===== config.mk =====
export PLATFORM = sky130hd
export DESIGN_NAME = multdiv_seq
export DESIGN_NICKNAME = d
export VERILOG_FILES = /design/src/rtl/multdiv_seq.sv
export SDC_FILE = /design/constraint.sdc
export NUM_CORES = 1
export LEC_CHECK = 0
export BUFFER_PORTS_ARGS = -buffer_cell sky130_fd_sc_hd__buf_2
export CAP_MARGIN = 40
export CORE_MARGIN = 4
export CORE_UTILIZATION = 50
export DETAILED_ROUTE_END_ITERATION = 6
export PLACE_DENSITY = 0.68
export SLEW_MARGIN = 20
export SYNTH_ARGS = -nofsm -noshare
export SYNTH_HDL_FRONTEND = slang
export SYNTH_SLANG_ARGS = --single-unit

===== constraint.sdc =====
create_clock -name clk -period 6.58 [get_ports clk]
set_clock_uncertainty 0.15 [all_clocks]
set_input_delay 1.316 -clock clk [delete_from_list [all_inputs] [get_ports clk]]
set_output_delay 1.316 -clock clk [all_outputs]
set_load 0.005 [all_outputs]

===== src/rtl/multdiv_seq.sv =====
// ============================================================================
// multdiv_seq : sequential 32-bit signed multiply (radix-2 Booth) / divide
//               (restoring on magnitudes); optional MULTDIV_DIV0_FAST_EN.
// Revision    : 1.0
// ============================================================================
`default_nettype none

module multdiv_seq #(
  parameter int WIDTH = 32,
  parameter int CNT_W = 5
) (
  input  logic             clk,
  input  logic             rst,
  input  logic [WIDTH-1:0] data_operandA,
  input  logic [WIDTH-1:0] data_operandB,
  input  logic             ctrl_MULT,
  input  logic             ctrl_DIV,
  output logic [WIDTH-1:0] data_result,
  output logic             data_exception,
  output logic             data_resultRDY,
  output logic             busy
);

  typedef enum logic [1:0] {
    S_IDLE = 2'd0,
    S_MUL  = 2'd1,
    S_DIV  = 2'd2,
    S_DONE = 2'd3
  } state_t;

  state_t           state_q, state_d;
  logic [CNT_W-1:0] cnt_q, cnt_d;
  logic [WIDTH:0]   acc_q, acc_d;
  logic [WIDTH-1:0] qr_q, qr_d;
  logic [WIDTH-1:0] m_q, m_d;
  logic             qm1_q, qm1_d;
  logic             op_div_q, op_div_d;
  logic             neg_q, neg_d;
  logic [WIDTH-1:0] res_q, res_d;
  logic             exc_q, exc_d;
  logic             rdy_q, rdy_d;
  logic             busy_q, busy_d;

  logic             w_last;
  logic [WIDTH:0]   w_m_ext;
  logic [WIDTH:0]   w_booth_sum;
  logic [WIDTH:0]   w_r_sh;
  logic [WIDTH:0]   w_diff;
  logic [WIDTH-1:0] w_abs_a;
  logic [WIDTH-1:0] w_abs_b;
  logic             w_mul_ovf;

  assign w_last  = (cnt_q == CNT_W'(WIDTH - 1));
  // Accumulator carries one guard bit so A-=M cannot overflow for M = -2^(W-1).
  assign w_m_ext = {m_q[WIDTH-1], m_q};
  assign w_r_sh  = {acc_q[WIDTH-1:0], qr_q[WIDTH-1]};
  assign w_diff  = w_r_sh - {1'b0, m_q};
  assign w_abs_a = data_operandA[WIDTH-1] ? -data_operandA : data_operandA;
  assign w_abs_b = data_operandB[WIDTH-1] ? -data_operandB : data_operandB;
  assign w_mul_ovf = (acc_q[WIDTH-1:0] != {WIDTH{qr_q[WIDTH-1]}});

  always_comb begin
    w_booth_sum = acc_q;
    case ({qr_q[0], qm1_q})
      2'b01:   w_booth_sum = acc_q + w_m_ext;
      2'b10:   w_booth_sum = acc_q - w_m_ext;
      default: w_booth_sum = acc_q;
    endcase
  end

  always_comb begin
    state_d  = state_q;
    cnt_d    = cnt_q;
    acc_d    = acc_q;
    qr_d     = qr_q;
    m_d      = m_q;
    qm1_d    = qm1_q;
    op_div_d = op_div_q;
    neg_d    = neg_q;
    res_d    = res_q;
    exc_d    = exc_q;
    rdy_d    = 1'b0;
    busy_d   = 1'b0;

    case (state_q)
      S_IDLE: begin
        if (ctrl_MULT) begin
          acc_d    = '0;
          qr_d     = data_operandB;
          qm1_d    = 1'b0;
          m_d      = data_operandA;
          op_div_d = 1'b0;
          cnt_d    = '0;
          busy_d   = 1'b1;
          state_d  = S_MUL;
        end else if (ctrl_DIV) begin
          acc_d    = '0;
          qr_d     = w_abs_a;
          m_d      = w_abs_b;
          neg_d    = data_operandA[WIDTH-1] ^ data_operandB[WIDTH-1];
          op_div_d = 1'b1;
          cnt_d    = '0;
          busy_d   = 1'b1;
          state_d  = S_DIV;
`ifdef MULTDIV_DIV0_FAST_EN
          if (data_operandB == '0) begin
            busy_d  = 1'b0;
            state_d = S_DONE;
          end
`endif
        end
      end
      S_MUL: begin
        acc_d  = {w_booth_sum[WIDTH], w_booth_sum[WIDTH:1]};
        qr_d   = {w_booth_sum[0], qr_q[WIDTH-1:1]};
        qm1_d  = qr_q[0];
        cnt_d  = cnt_q + CNT_W'(1);
        busy_d = 1'b1;
        if (w_last) state_d = S_DONE;
      end
      S_DIV: begin
        if (w_diff[WIDTH]) begin
          acc_d = w_r_sh;
          qr_d  = {qr_q[WIDTH-2:0], 1'b0};
        end else begin
          acc_d = w_diff;
          qr_d  = {qr_q[WIDTH-2:0], 1'b1};
        end
        cnt_d  = cnt_q + CNT_W'(1);
        busy_d = 1'b1;
        if (w_last) state_d = S_DONE;
      end
      S_DONE: begin
        rdy_d   = 1'b1;
        busy_d  = 1'b1;
        state_d = S_IDLE;
        if (op_div_q) begin
          if (m_q == '0) begin
            res_d = '0;
            exc_d = 1'b1;
          end else begin
            // A positive quotient with the MSB set only arises from MIN / -1.
            res_d = neg_q ? -qr_q : qr_q;
            exc_d = ~neg_q & qr_q[WIDTH-1];
          end
        end else begin
          res_d = qr_q;
          exc_d = w_mul_ovf;
        end
      end
      default: state_d = S_IDLE;
    endcase
  end

  always_ff @(posedge clk) begin
    if (rst) begin
      state_q  <= S_IDLE;
      cnt_q    <= '0;
      acc_q    <= '0;
      qr_q     <= '0;
      m_q      <= '0;
      qm1_q    <= 1'b0;
      op_div_q <= 1'b0;
      neg_q    <= 1'b0;
      res_q    <= '0;
      exc_q    <= 1'b0;
      rdy_q    <= 1'b0;
      busy_q   <= 1'b0;
    end else begin
      state_q  <= state_d;
      cnt_q    <= cnt_d;
      acc_q    <= acc_d;
      qr_q     <= qr_d;
      m_q      <= m_d;
      qm1_q    <= qm1_d;
      op_div_q <= op_div_d;
      neg_q    <= neg_d;
      res_q    <= res_d;
      exc_q    <= exc_d;
      rdy_q    <= rdy_d;
      busy_q   <= busy_d;
    end
  end

  assign data_result    = res_q;
  assign data_exception = exc_q;
  assign data_resultRDY = rdy_q;
  assign busy           = busy_q;

endmodule

`default_nettype wire


==> flow_summary.json, run 1 <==
{
  "status": "finished, final reports clean",
  "grt_start_max_net_pins": 93,
  "port_buffers": 102,
  "critPathSlowestCell": "sky130_fd_sc_hd__a221oi_1",
  "power.switching_fraction_pct": 50.6,
  "gp_congestion": 0.964,
  "power_per_cell_area_mw_per_mm2": 424,
  "drt.antenna.violating_nets": 0,
  "drive_gt1_share_pct": 10.0,
  "most_used_cells_in_the_layout_excluding_fill_and_tap_cells": "sky130_fd_sc_hd__nand2_1, sky130_fd_sc_hd__a21oi_1, sky130_fd_sc_hd__nor2_1, sky130_fd_sc_hd__dfxtp_1, sky130_fd_sc_hd__o21ai_1",
  "yosys_register_bits": 142,
  "p_clk_share_pct": 17.1,
  "synth_nets": 1938,
  "nNetsFinal": 1964,
  "route.vias.total": 13831,
  "tightest_slew_ns": 0.858,
  "placed_inst_area_mm2": 0.0137,
  "drt_drc_violations_left": 0,
  "syn_area_per_cell_um2": 7.28,
  "drt-pass1-iter-count": 6,
  "p_leak_nw": 5.94,
  "unrepaired_setup_endpoints_after_global_routing": "no",
  "floorplan.die.height_um": 169,
  "floorplan.rows": 58,
  "num_cts_buffers": 17,
  "clk_latency_ns": 0.43,
  "post-dp-hpwl_mm": 32.0,
  "clockBufferDepth": 2,
  "critical-path-max-stage-delay_ns": 0.53,
  "first_iter_violations": 1243,
  "final.min_clock_period_ns": 5.49,
  "fp.dieW_um": 169,
  "worst-path-buf-inv": 2,
  "clkSinkCount": 142,
  "synth.cell_area_mm2": 0.0130,
  "ys_seq_area_share_pct": 21.8,
  "setup_ws_ns": 1.09,
  "grt-ovfl-total": 0,
  "critical_path.max_fanout": 11,
  "synthesis.instances": 1791,
  "maxSlewHeadroom_pct": 42.3,
  "clock_tree.htree_level_count": 4,
  "area_growth_syn_to_layout_pct": 10.1,
  "setup_viol_count_final": 0,
  "grt_first_pass_wirelength_mm": 68.4,
  "clock.fmax_mhz": 182,
  "routed_via_density": 6.39,
  "synthArstFlopShare_pct": 0,
  "drv_cap": 0,
  "cts.repair.resized": 0,
  "timing_worst_setup_path_type": "flop to flop",
  "dpl.cell_count": 2127,
  "critPathTopFamily": "compound AO/OA/AOI/OAI gates",
  "vias_in_the_first_global_route": 12718,
  "fin_setup_tns_ns": 0,
  "share_seq_of_total_power_pct": 22.1,
  "synth.yosys.warnings": 0,
  "p_switching_mw": 3.08,
  "route.final.wire_length_mm": 43.0,
  "synth_flop_cell": "sky130_fd_sc_hd__dfxtp_1",
  "synth_enable_flop_cells": 0,
  "clock_tree.root_cell": "sky130_fd_sc_hd__clkbuf_16",
  "data_arrival_time_at_the_worst_slack_endpoint_ns": 5.65,
  "crit_chain": "inv_1, ha_1, inv_1, fa_1, a21o_1, a221oi_1, a21oi_1, nor2b_1, o41ai_1, a311oi_1, nor2_1, o311ai_1, a21oi_1, ha_1, and2_1, nand2_1, o21ai_0, a311oi_1, o31ai_1, a211o_1",
  "power.ir.vdd_worst_uv": 324,
  "grt_use_total_pct": 29.1,
  "netlist-cell-type-count": 78,
  "design.core.area_mm2": 0.0254,
  "total_power_mw": 6.09,
  "crit_path_end_kind": "flop",
  "power.internal_mw": 3.01,
  "initial_antenna_violation_count": 11,
  "number_of_setup_buffers_added_after_cts": 0,
  "floorplan.initialDensity_pct": 51.3,
  "hold_path.class": "flop to flop",
  "hold_viol_final": 0,
  "tritoncts_clock_tree": "built",
  "floorplan.io_pins": 103,
  "layoutNonFillerInstCount": 2165,
  "cp.required_ns": 6.74,
  "timing.final.crit_share_pct": 83.4,
  "layout_commonest_cell": "sky130_fd_sc_hd__nand2_1",
  "pre_cts_ws_ns": 1.21,
  "cts.hold.buffers_added": 0,
  "start_kind": "flop",
  "detail_route.wl_per_cell_um": 19.9,
  "clk_pin_slew_worst_paths_ns": 0.08,
  "slew_viol_final": 0,
  "die-area_mm2": 0.0287,
  "power.share.combinational_pct": 60.9,
  "layout_cell_area_excl_fill_mm2": 0.0144
}
==> layout make-up <==
type                       count  area (µm²)
multi-input combinational   1467        9530
antenna                        5        12.5
timing repair buffer         123         693
clock inverter                14         173
inverter                      66         248
sequential                   142        2840
fill                        2478       11000
tap                          330         413
clock buffer                  18         439
==> power by group through the flow <==
stage / clock network [mW] / logic, mW / registers [mW]
finish: 1.04 / 3.70 / 1.34
global route: 1.08 / 4.08 / 1.36
CTS: 1.05 / 3.65 / 1.33
detailed placement: 0 / 3.62 / 1.35
global placement: 0 / 3.58 / 1.34
floorplan: 0 / 2.81 / 1.21
==> kinds of logic (layout without fill, tap and decap cells) <==
logic type,count (synthesis),in the layout,synth area share [%]
AOI/OAI and AO/OA,624,624,31.4
and+or+nand+nor,566,566,20.2
buffers and inverters,182,221,5.30
xor gates and xnor gates,172,172,11.6
DFF,142,142,21.8
adders and majority gates,79,79,7.70
muxes,26,26,2.08
other,0,5,0
==> state kept, by name, summed over array words and instances, names as in the netlist <==
register / cells
qr_q: 32
op_div_q: 1
state_q: 2
cnt_q: 5
neg_q: 1
data_exception: 1
qm1_q: 1
data_resultRDY: 1
data_result: 32
busy: 1
m_q: 32
acc_q: 33
==> Yosys cell counts, drive strengths merged (10+ instances only) <==
cell	count	share of area [%]
a211oi	26	1.5
nor4	20	0.96
xnor2	85	5.7
nand4	12	0.58
buf	13	0.42
xor2	87	5.8
a22o	11	0.74
clkbuf	103	3.0
a21oi	164	6.3
nand2b	17	0.82
nor3	37	1.4
nand3	35	1.3
o21ai	142	5.5
inv	66	1.9
and3	12	0.58
or3	17	0.82
a221oi	14	0.94
o211ai	22	1.3
a31oi	25	1.2
a21o	34	2.0
or4	15	0.92
o21a	10	0.58
a222oi	10	0.77
a221o	20	1.5
ha	77	7.4
mux2i	17	1.3
a22oi	51	2.9
dfxtp	142	22
nand2	206	5.9
and2	12	0.58
o31ai	19	1.1
o41ai	15	1.1
nor2	151	4.3
==> path summary, 6_finish.rpt <==
path	slack, ns	endpoint	cells past startpoint	startpoint
setup / recovery	1.09	acc_q[30]	20	qr_q[31]
hold / removal	0.34	cnt_q[3]	1	cnt_q[3]
setup reg to reg	1.09	acc_q[30]	20	qr_q[31]
hold reg to reg	0.34	cnt_q[3]	1	cnt_q[3]
==> routing by layer <==
layer	track usage (%)	part of all wire [%]	vias up
li1	-	-	6647
met3	5.82	6.8	98
met2	47.2	46	518
met5	0	0.21	-
met4	9.07	3.1	16
met1	39.3	44	6552
==> metrics by stage <==
stage	utilization, %	hold WS, ns
2_1_floorplan	-	0.282
3_3_place_gp	53.9	0.307
3_5_place_dp	53.9	0.315
4_1_cts	56.3	0.326
5_1_grt	56.5	0.358
6_report	56.5	0.338
Note: power is estimated with default switching activity, not from simulation.
==> run 2, diff against run 1 <==
Settings changed: ABC_AREA set to 1, PLACE_DENSITY 0.68 to 0.71.
Clock period 6.58 ns to 4.75 ns, I/O delays scaled along.
==> run 2 against run 1 <==
- die area up 12%
- highest routed layer is now met4
- first-iteration DRC count is 47% higher
- via count is 28% higher
- final cell count up 38%
- non-clock buffer count increased by 8
==> flow_summary.json, run 2 <==
{
  "status": "finished, final reports clean",
  "tritoncts_clock_tree": "built",
  "tightest_slew_ns": 0.865,
  "synth_nets": 2683,
  "crit_path_end": "acc_q[26]",
  "p_clk_share_pct": 15.2,
  "data_arrival_time_at_the_worst_slack_endpoint_ns": 4.10,
  "routed-wl-met3_mm": 4.44,
  "cpMostUsedCell": "sky130_fd_sc_hd__nand2_1",
  "power.switching_fraction_pct": 57.2,
  "worst_r2r_startpoint": "m_q[1]",
  "maxSlewHeadroom_pct": 42.2,
  "ff2ff_path_depth": 22,
  "synth.cell_area_mm2": 0.0147,
  "fp.dieW_um": 179,
  "clock.fmax_mhz": 253,
  "fin_setup_tns_ns": 0,
  "critical-path-max-stage-delay_ns": 0.39,
  "hold_path.class": "flop to flop",
  "met1Wirelength_mm": 23.0,
  "design.core.area_mm2": 0.0289,
  "top_routing_layer_in_use": "met4",
  "synth.yosys.warnings": 0,
  "floorplan.die.height_um": 179,
  "initial_antenna_violation_count": 0,
  "power_per_cell_area_mw_per_mm2": 575,
  "post_synth_fa_ha_maj_area_fraction_pct": 6.84,
  "drt-pass1-iter-count": 5,
  "largest_register": "acc_q",
  "yosys.area.top_type_share_pct": 19.4,
  "critical_path.max_fanout": 5,
  "synthArstFlopShare_pct": 0,
  "ys_seq_area_share_pct": 19.4,
  "power.internal_mw": 3.97,
  "floorplan.io_pins": 103,
  "nNetsFinal": 2731,
  "vias_in_the_first_global_route": 16352,
  "routed_via_density": 5.92,
  "seqCellArea_mm2": 0.00284,
  "largest_reg_flops": 33,
  "multi_input_gate_area_mm2": 0.0103,
  "crit_chain": "inv_2, ha_1, nand2_1, nor2_2, nand2_1, o21ai_1, nand2_1, nor2_1, o21ai_1, xor2_1, ha_1, nand2_1, nor2_1, nand2_1, nor3_1, nand2_1, nand3_1, nand3_1, nand2_1, nand2_1, nand2_1, a21oi_1",
  "synth_flop_cell": "sky130_fd_sc_hd__dfxtp_1",
  "slew_viol_final": 0,
  "floorplan.initialDensity_pct": 50.8,
  "drt.antenna.violating_nets": 0,
  "floorplan.rows": 62,
  "clock_tree.root_cell": "sky130_fd_sc_hd__clkbuf_16",
  "synth_most_common_cell": "sky130_fd_sc_hd__nand2_1",
  "unrepaired_setup_endpoints_after_global_routing": "no",
  "setup_viol_count_final": 0,
  "timing_worst_setup_path_type": "flop to flop",
  "power.share.combinational_pct": 66.2,
  "most_used_cells_in_the_layout_excluding_fill_and_tap_cells": "sky130_fd_sc_hd__nand2_1, sky130_fd_sc_hd__a21oi_1, sky130_fd_sc_hd__nor2_1, sky130_fd_sc_hd__inv_1, sky130_fd_sc_hd__dfxtp_1",
  "cts.hold.buffers_added": 0,
  "yosys_register_bits": 142,
  "hold_viol_final": 0,
  "p_leak_nw": 7.39,
  "insertedDiodeCount": 0,
  "crit_path_end_kind": "flop",
  "synth_compound_area_share_pct": 25.9,
  "post_synth_main_area_contributors": "sky130_fd_sc_hd__dfxtp_1, sky130_fd_sc_hd__nand2_1, sky130_fd_sc_hd__a21oi_1",
  "worstSetupStartpoint": "m_q[1]",
  "share_seq_of_total_power_pct": 18.6,
  "drt_drc_violations_left": 0,
  "power.ir.vdd_worst_uv": 337,
  "reg2reg_to": "acc_q[26]",
  "detail_route.wl_per_cell_um": 18.8,
  "first_iter_violations": 1824,
  "grt-ovfl-total": 0,
  "clock_tree.htree_level_count": 4,
  "netlist-cell-type-count": 55,
  "nFillCells": 3045,
  "synth_xor_xnor_area_share_pct": 4.18,
  "synth_top_area_cell": "sky130_fd_sc_hd__dfxtp_1",
  "grt_start_max_net_pins": 51,
  "layout_commonest_cell": "sky130_fd_sc_hd__nand2_1",
  "total_power_mw": 9.29,
  "met2WireLength_mm": 25.7,
  "synthesis.instances": 2536,
  "synth_enable_flop_cells": 0,
  "drive_gt1_share_pct": 8.86,
  "synth_simple_gate_area_share_pct": 33.5,
  "clkSinkCount": 142,
  "die-area_mm2": 0.0322,
  "syn_area_per_cell_um2": 5.79,
  "p_switching_mw": 5.32,
  "clk_latency_ns": 0.44,
  "route.vias.total": 17659,
  "clockBufferDepth": 2,
  "num_cts_buffers": 17,
  "clk_pin_slew_worst_paths_ns": 0.07,
  "number_of_setup_buffers_added_after_cts": 0,
  "cp.required_ns": 4.91,
  "synth_top_family_by_area": "simple AND/OR/NAND/NOR gates",
  "final.min_clock_period_ns": 3.95,
  "grt_first_pass_wirelength_mm": 88.0,
  "grt_use_total_pct": 34.8,
  "start_kind": "flop",
  "critPathSlowestCell": "sky130_fd_sc_hd__ha_1",
  "worst-r2r-setup-slack_ns": 0.80,
  "route.final.wire_length_mm": 56.1,
  "area_growth_syn_to_layout_pct": 10.0,
  "timing.final.crit_share_pct": 83.1,
  "post-dp-hpwl_mm": 43.7,
  "port_buffers": 102,
  "synth.mux.area_fraction_pct": 0,
  "gp_congestion": 1.06,
  "drv_cap": 0,
  "synth_common_cells": "sky130_fd_sc_hd__nand2_1, sky130_fd_sc_hd__a21oi_1, sky130_fd_sc_hd__nor2_1",
  "cts.repair.resized": 0
}
==> run 2: changes by cell type in the layout (fill, tap and decap cells not counted), moves of 25 or more <==
cell,delta
sky130_fd_sc_hd__a22oi_1,-49
sky130_fd_sc_hd__o21ai_0,+101
sky130_fd_sc_hd__xnor2_1,-79
sky130_fd_sc_hd__nand3_1,+95
sky130_fd_sc_hd__a21o_1,-25
sky130_fd_sc_hd__o21ai_1,-34
sky130_fd_sc_hd__nor2_1,+120
sky130_fd_sc_hd__a21oi_1,+181
sky130_fd_sc_hd__nand2_1,+411
sky130_fd_sc_hd__inv_1,+199
sky130_fd_sc_hd__o22ai_1,+28
==> run 2: how the worst min path moves through the flow <==
stage                               start              end  slack, ns  cells after the start
final                      data_result[7]   data_result[7]       0.31                      2
after global placement    data_result[27]  data_result[27]       0.30                      2
after detailed placement   data_result[7]   data_result[7]       0.30                      2
after floorplan                     neg_q            neg_q       0.29                      2
after global routing       data_result[7]   data_result[7]       0.33                      2
after CTS                  data_result[7]   data_result[7]       0.31                      2
==> run 2: critical path: cells and delay by family, from the launching register on <==
family	cells	cell delay (ns)
buf+inv	1	0.09
simple gates	15	2.11
flops	1	0.33
xor+xnor	1	0.18
fa+ha+maj	2	0.55
compound gates	3	0.37
==> run 2: stage by stage <==
step / instances / area, µm² / util, % / worst slack (ns) / hold WS, ns
2_1_floorplan: 2536 / 14700 / - / 1.11 / 0.294
3_3_place_gp: 2946 / 15500 / 53.7 / 0.979 / 0.302
3_5_place_dp: 2948 / 15500 / 53.8 / 0.922 / 0.302
4_1_cts: 2980 / 16100 / 55.9 / 0.911 / 0.313
5_1_grt: 2981 / 16100 / 55.9 / 0.396 / 0.329
6_report: 2981 / 16100 / 55.9 / 0.804 / 0.309
==> run 2: layer usage <==
| layer | track usage [%] | up-vias |
|---|---|---|
| li1 | - | 8636 |
| met2 | 57.4 | 856 |
| met3 | 5.04 | 153 |
| met5 | 0 | - |
| met1 | 44.4 | 8014 |
| met4 | 17.5 | 0 |
==> run 2: cell families after synthesis <==
kind of cell	after synthesis
and+or+nand+nor	1160
DFF	142
xor gates and xnor gates	70
AOI/OAI and AO/OA	689
adders and majority gates	79
buffers and inverters	396
==> run 2: final cells by class <==
cell class,count,area share [%]
Clock buffer,18,2.72
Clock inverter,14,1.04
Inverter,294,6.84
Multi-Input combinational cell,1998,64.0
Sequential cell,142,17.6
Tap cell,384,2.98
Timing Repair Buffer,131,4.77
==> run 2: power groups by stage <==
stage / registers [mW] / clock network, mW / logic [mW]
final: 1.73 / 1.41 / 6.15
after floorplan: 1.64 / 0 / 4.15
after detailed placement: 1.74 / 0 / 5.97
after global routing: 1.76 / 1.47 / 6.76
after global placement: 1.73 / 0 / 5.93
after CTS: 1.71 / 1.41 / 6.00
==> run 3, diff against run 2 <==
Settings changed: ABC_AREA 1 to 0.
Clock period 4.75 ns to 3.59 ns, I/O delays scaled along.
==> run 3 against run 2 <==
- the flow now finishes with violations (DRC, setup timing)
- worst setup slack got worse by 1.4 ns
- register-to-register slack got worse by 1.4 ns
- final cell count fell by 17%
- critical path depth fell by 4
- utilization rose by 13 points
- global-route usage fell by 1.7 points
- power rose by 47%
- wire length fell by 12%
- count of clock-buffer cells in the layout fell by 1
- fmax fell by 4.7%
- combinational power rose by 53%
- non-clock buffer count rose by 306
- largest power group unchanged
==> flow_summary.json, run 3 (synthesis gave the netlist of run 1 again) <==
{
  "clock.fmax_mhz": 242,
  "port_buffers": 102,
  "initial_antenna_violation_count": 15,
  "drt.antenna.violating_nets": 0,
  "detail_route.wl_per_cell_um": 20.0,
  "cp.required_ns": 3.76,
  "nNetsFinal": 2278,
  "crit_chain": "inv_1, ha_1, a21o_1, a21oi_2, a21oi_1, nor4_4, o41ai_4, a311oi_2, nor2_2, o311ai_2, a21oi_2, ha_4, nor2b_4, buf_4, buf_6, a222oi_1, o21ai_1, a22o_1",
  "drt-pass1-iter-count": 7,
  "worst_r2r_startpoint": "m_q[19]",
  "floorplan.rows": 58,
  "tritoncts_clock_tree": "built",
  "final.min_clock_period_ns": 4.14,
  "clock_tree.htree_level_count": 4,
  "placed_inst_area_mm2": 0.0160,
  "largest_reg_flops": 33,
  "layout_cell_area_excl_fill_mm2": 0.0176,
  "vias_in_the_first_global_route": 14364,
  "data_arrival_time_at_the_worst_slack_endpoint_ns": 4.31,
  "start_kind": "flop",
  "ff2ff_path_depth": 18,
  "fp.dieW_um": 169,
  "worst_hold_path.endpoint": "cnt_q[3]",
  "critPathSlowestCell": "sky130_fd_sc_hd__nor4_4",
  "area_growth_syn_to_layout_pct": 35.0,
  "fin_setup_tns_ns": -14.72,
  "hold_viol_final": 0,
  "route.vias.total": 15303,
  "die-area_mm2": 0.0287,
  "p_leak_nw": 7.80,
  "largest_register": "acc_q",
  "setup_viol_count_final": 34,
  "timing.final.crit_share_pct": 115,
  "hold-path-cell-count": 1,
  "design.core.area_mm2": 0.0254,
  "worst-path-buf-inv": 3,
  "grt_first_pass_wirelength_mm": 77.1,
  "maxSlewHeadroom_pct": 49.2,
  "hold_path.class": "flop to flop",
  "slew_viol_final": 0,
  "cpMostUsedCell": "sky130_fd_sc_hd__a21oi_2",
  "failing_checks": "DRC, setup timing",
  "routed_via_density": 6.18,
  "worst-r2r-setup-slack_ns": -0.55,
  "gp_congestion": 0.977,
  "num_cts_buffers": 17,
  "drv_cap": 0,
  "setup_ws_ns": -0.548,
  "floorplan.die.height_um": 169,
  "pre_cts_ws_ns": -0.955,
  "clock_tree.root_cell": "sky130_fd_sc_hd__clkbuf_16",
  "post-dp-hpwl_mm": 37.1,
  "tightest_slew_ns": 0.762,
  "clk_latency_ns": 0.43,
  "grt-ovfl-total": 0,
  "grt_use_total_pct": 33.1,
  "clk_pin_slew_worst_paths_ns": 0.07,
  "clkSinkCount": 142,
  "reg2reg_to": "acc_q[16]",
  "timing_worst_setup_path_type": "flop to flop",
  "final_core_utilization_pct": 69.3,
  "drive_gt1_share_pct": 28.2,
  "status": "finished, violations left",
  "layout_commonest_cell": "sky130_fd_sc_hd__buf_4",
  "route.final.wire_length_mm": 49.5,
  "power_per_cell_area_mw_per_mm2": 778,
  "floorplan.io_pins": 103,
  "first_iter_violations": 1494,
  "crit_path_end_kind": "flop",
  "power.ir.vdd_worst_uv": 505,
  "floorplan.initialDensity_pct": 51.3,
  "hold_path.startpoint": "cnt_q[3]",
  "drt_drc_violations_left": 18,
  "critPathTopFamily": "compound AO/OA/AOI/OAI gates",
  "unrepaired_setup_endpoints_after_global_routing": "yes",
  "grt_start_max_net_pins": 82,
  "most_used_cells_in_the_layout_excluding_fill_and_tap_cells": "sky130_fd_sc_hd__buf_4, sky130_fd_sc_hd__nand2_1, sky130_fd_sc_hd__a21oi_1, sky130_fd_sc_hd__nor2_1, sky130_fd_sc_hd__dfxtp_1",
  "clockBufferDepth": 2,
  "critical_path.max_fanout": 7,
  "critical-path-max-stage-delay_ns": 0.40
}
run 3: changes by cell type in the layout (fill, tap and decap cells not counted), sizes merged, moves of 101 or more:
cell   before  now
a21oi     346  164
nand3     136   35
nor2      277  151
inv       296   73
buf       131  437
nand2     618  206
run 3: worst register-to-register path: stages (launching register included):
cell                       delay [ns]
sky130_fd_sc_hd__dfxtp_1         0.33
sky130_fd_sc_hd__inv_1           0.12
sky130_fd_sc_hd__ha_1            0.35
sky130_fd_sc_hd__a21o_1          0.20
sky130_fd_sc_hd__a21oi_2         0.16
sky130_fd_sc_hd__a21oi_1         0.11
sky130_fd_sc_hd__nor4_4          0.40
sky130_fd_sc_hd__o41ai_4         0.18
sky130_fd_sc_hd__a311oi_2        0.35
sky130_fd_sc_hd__nor2_2          0.08
sky130_fd_sc_hd__o311ai_2        0.25
sky130_fd_sc_hd__a21oi_2         0.11
sky130_fd_sc_hd__ha_4            0.34
sky130_fd_sc_hd__nor2b_4         0.05
sky130_fd_sc_hd__buf_4           0.14
sky130_fd_sc_hd__buf_6           0.13
sky130_fd_sc_hd__a222oi_1        0.27
sky130_fd_sc_hd__o21ai_1         0.13
sky130_fd_sc_hd__a22o_1          0.19
run 3: through the flow:
step / std cells / total power [mW] / hold WS, ns
after global routing: 2477 / 14.5 / 0.330
final: 2477 / 13.7 / 0.330
after detailed placement: 2416 / 10.6 / 0.312
after global placement: 2416 / 10.5 / 0.306
after floorplan: 1791 / 7.46 / 0.282
after CTS: 2462 / 13.0 / 0.326
run 3: cell type report:
| cell class | instances | area [µm²] |
|---|---|---|
| tap | 330 | 413 |
| timing repair buffer | 437 | 3170 |
| multi-input combinational | 1467 | 10300 |
| sequential | 142 | 2850 |
| antenna | 3 | 7.51 |
| fill | 2144 | 7800 |
| clock buffer | 17 | 425 |
| clock inverter | 15 | 200 |
| inverter | 66 | 265 |
run 3: timing repair:
action                     CTS  global route
pin swaps                   53            57
setup endpoints to repair   34            34
buffers inserted            13            13
hold buffers                 0             0
gates cloned                 1             1
resized for setup           86            74
run 3: layer usage:
metal | vias to the layer above | wire length [µm] | global-route usage [%]
met5 | - | 156 | 0
met4 | 22 | 2100 | 12.6
met3 | 157 | 3370 | 6.69
met2 | 633 | 23200 | 54.9
met1 | 7238 | 20700 | 42.4
li1 | 7253 | - | -
run 3: report_power, final:
group          switching, mW  internal, mW  leakage [nW]
sequential             0.461          1.91          1.16
combinational           5.33          4.07          6.33
clock                  0.847          1.07         0.307
total                   6.64          7.04          7.80
run 3: worst max path at each step:
stage	startpoint	to	slack, ns	cells past startpoint
after CTS	m_q[1]	acc_q[5]	-0.54	19
final	m_q[19]	acc_q[16]	-0.55	18
after global routing	m_q[19]	acc_q[30]	-0.74	18
after floorplan	qr_q[31]	acc_q[30]	-0.83	22
after global placement	qr_q[31]	acc_q[5]	-0.84	20
after detailed placement	qr_q[31]	acc_q[5]	-0.95	20
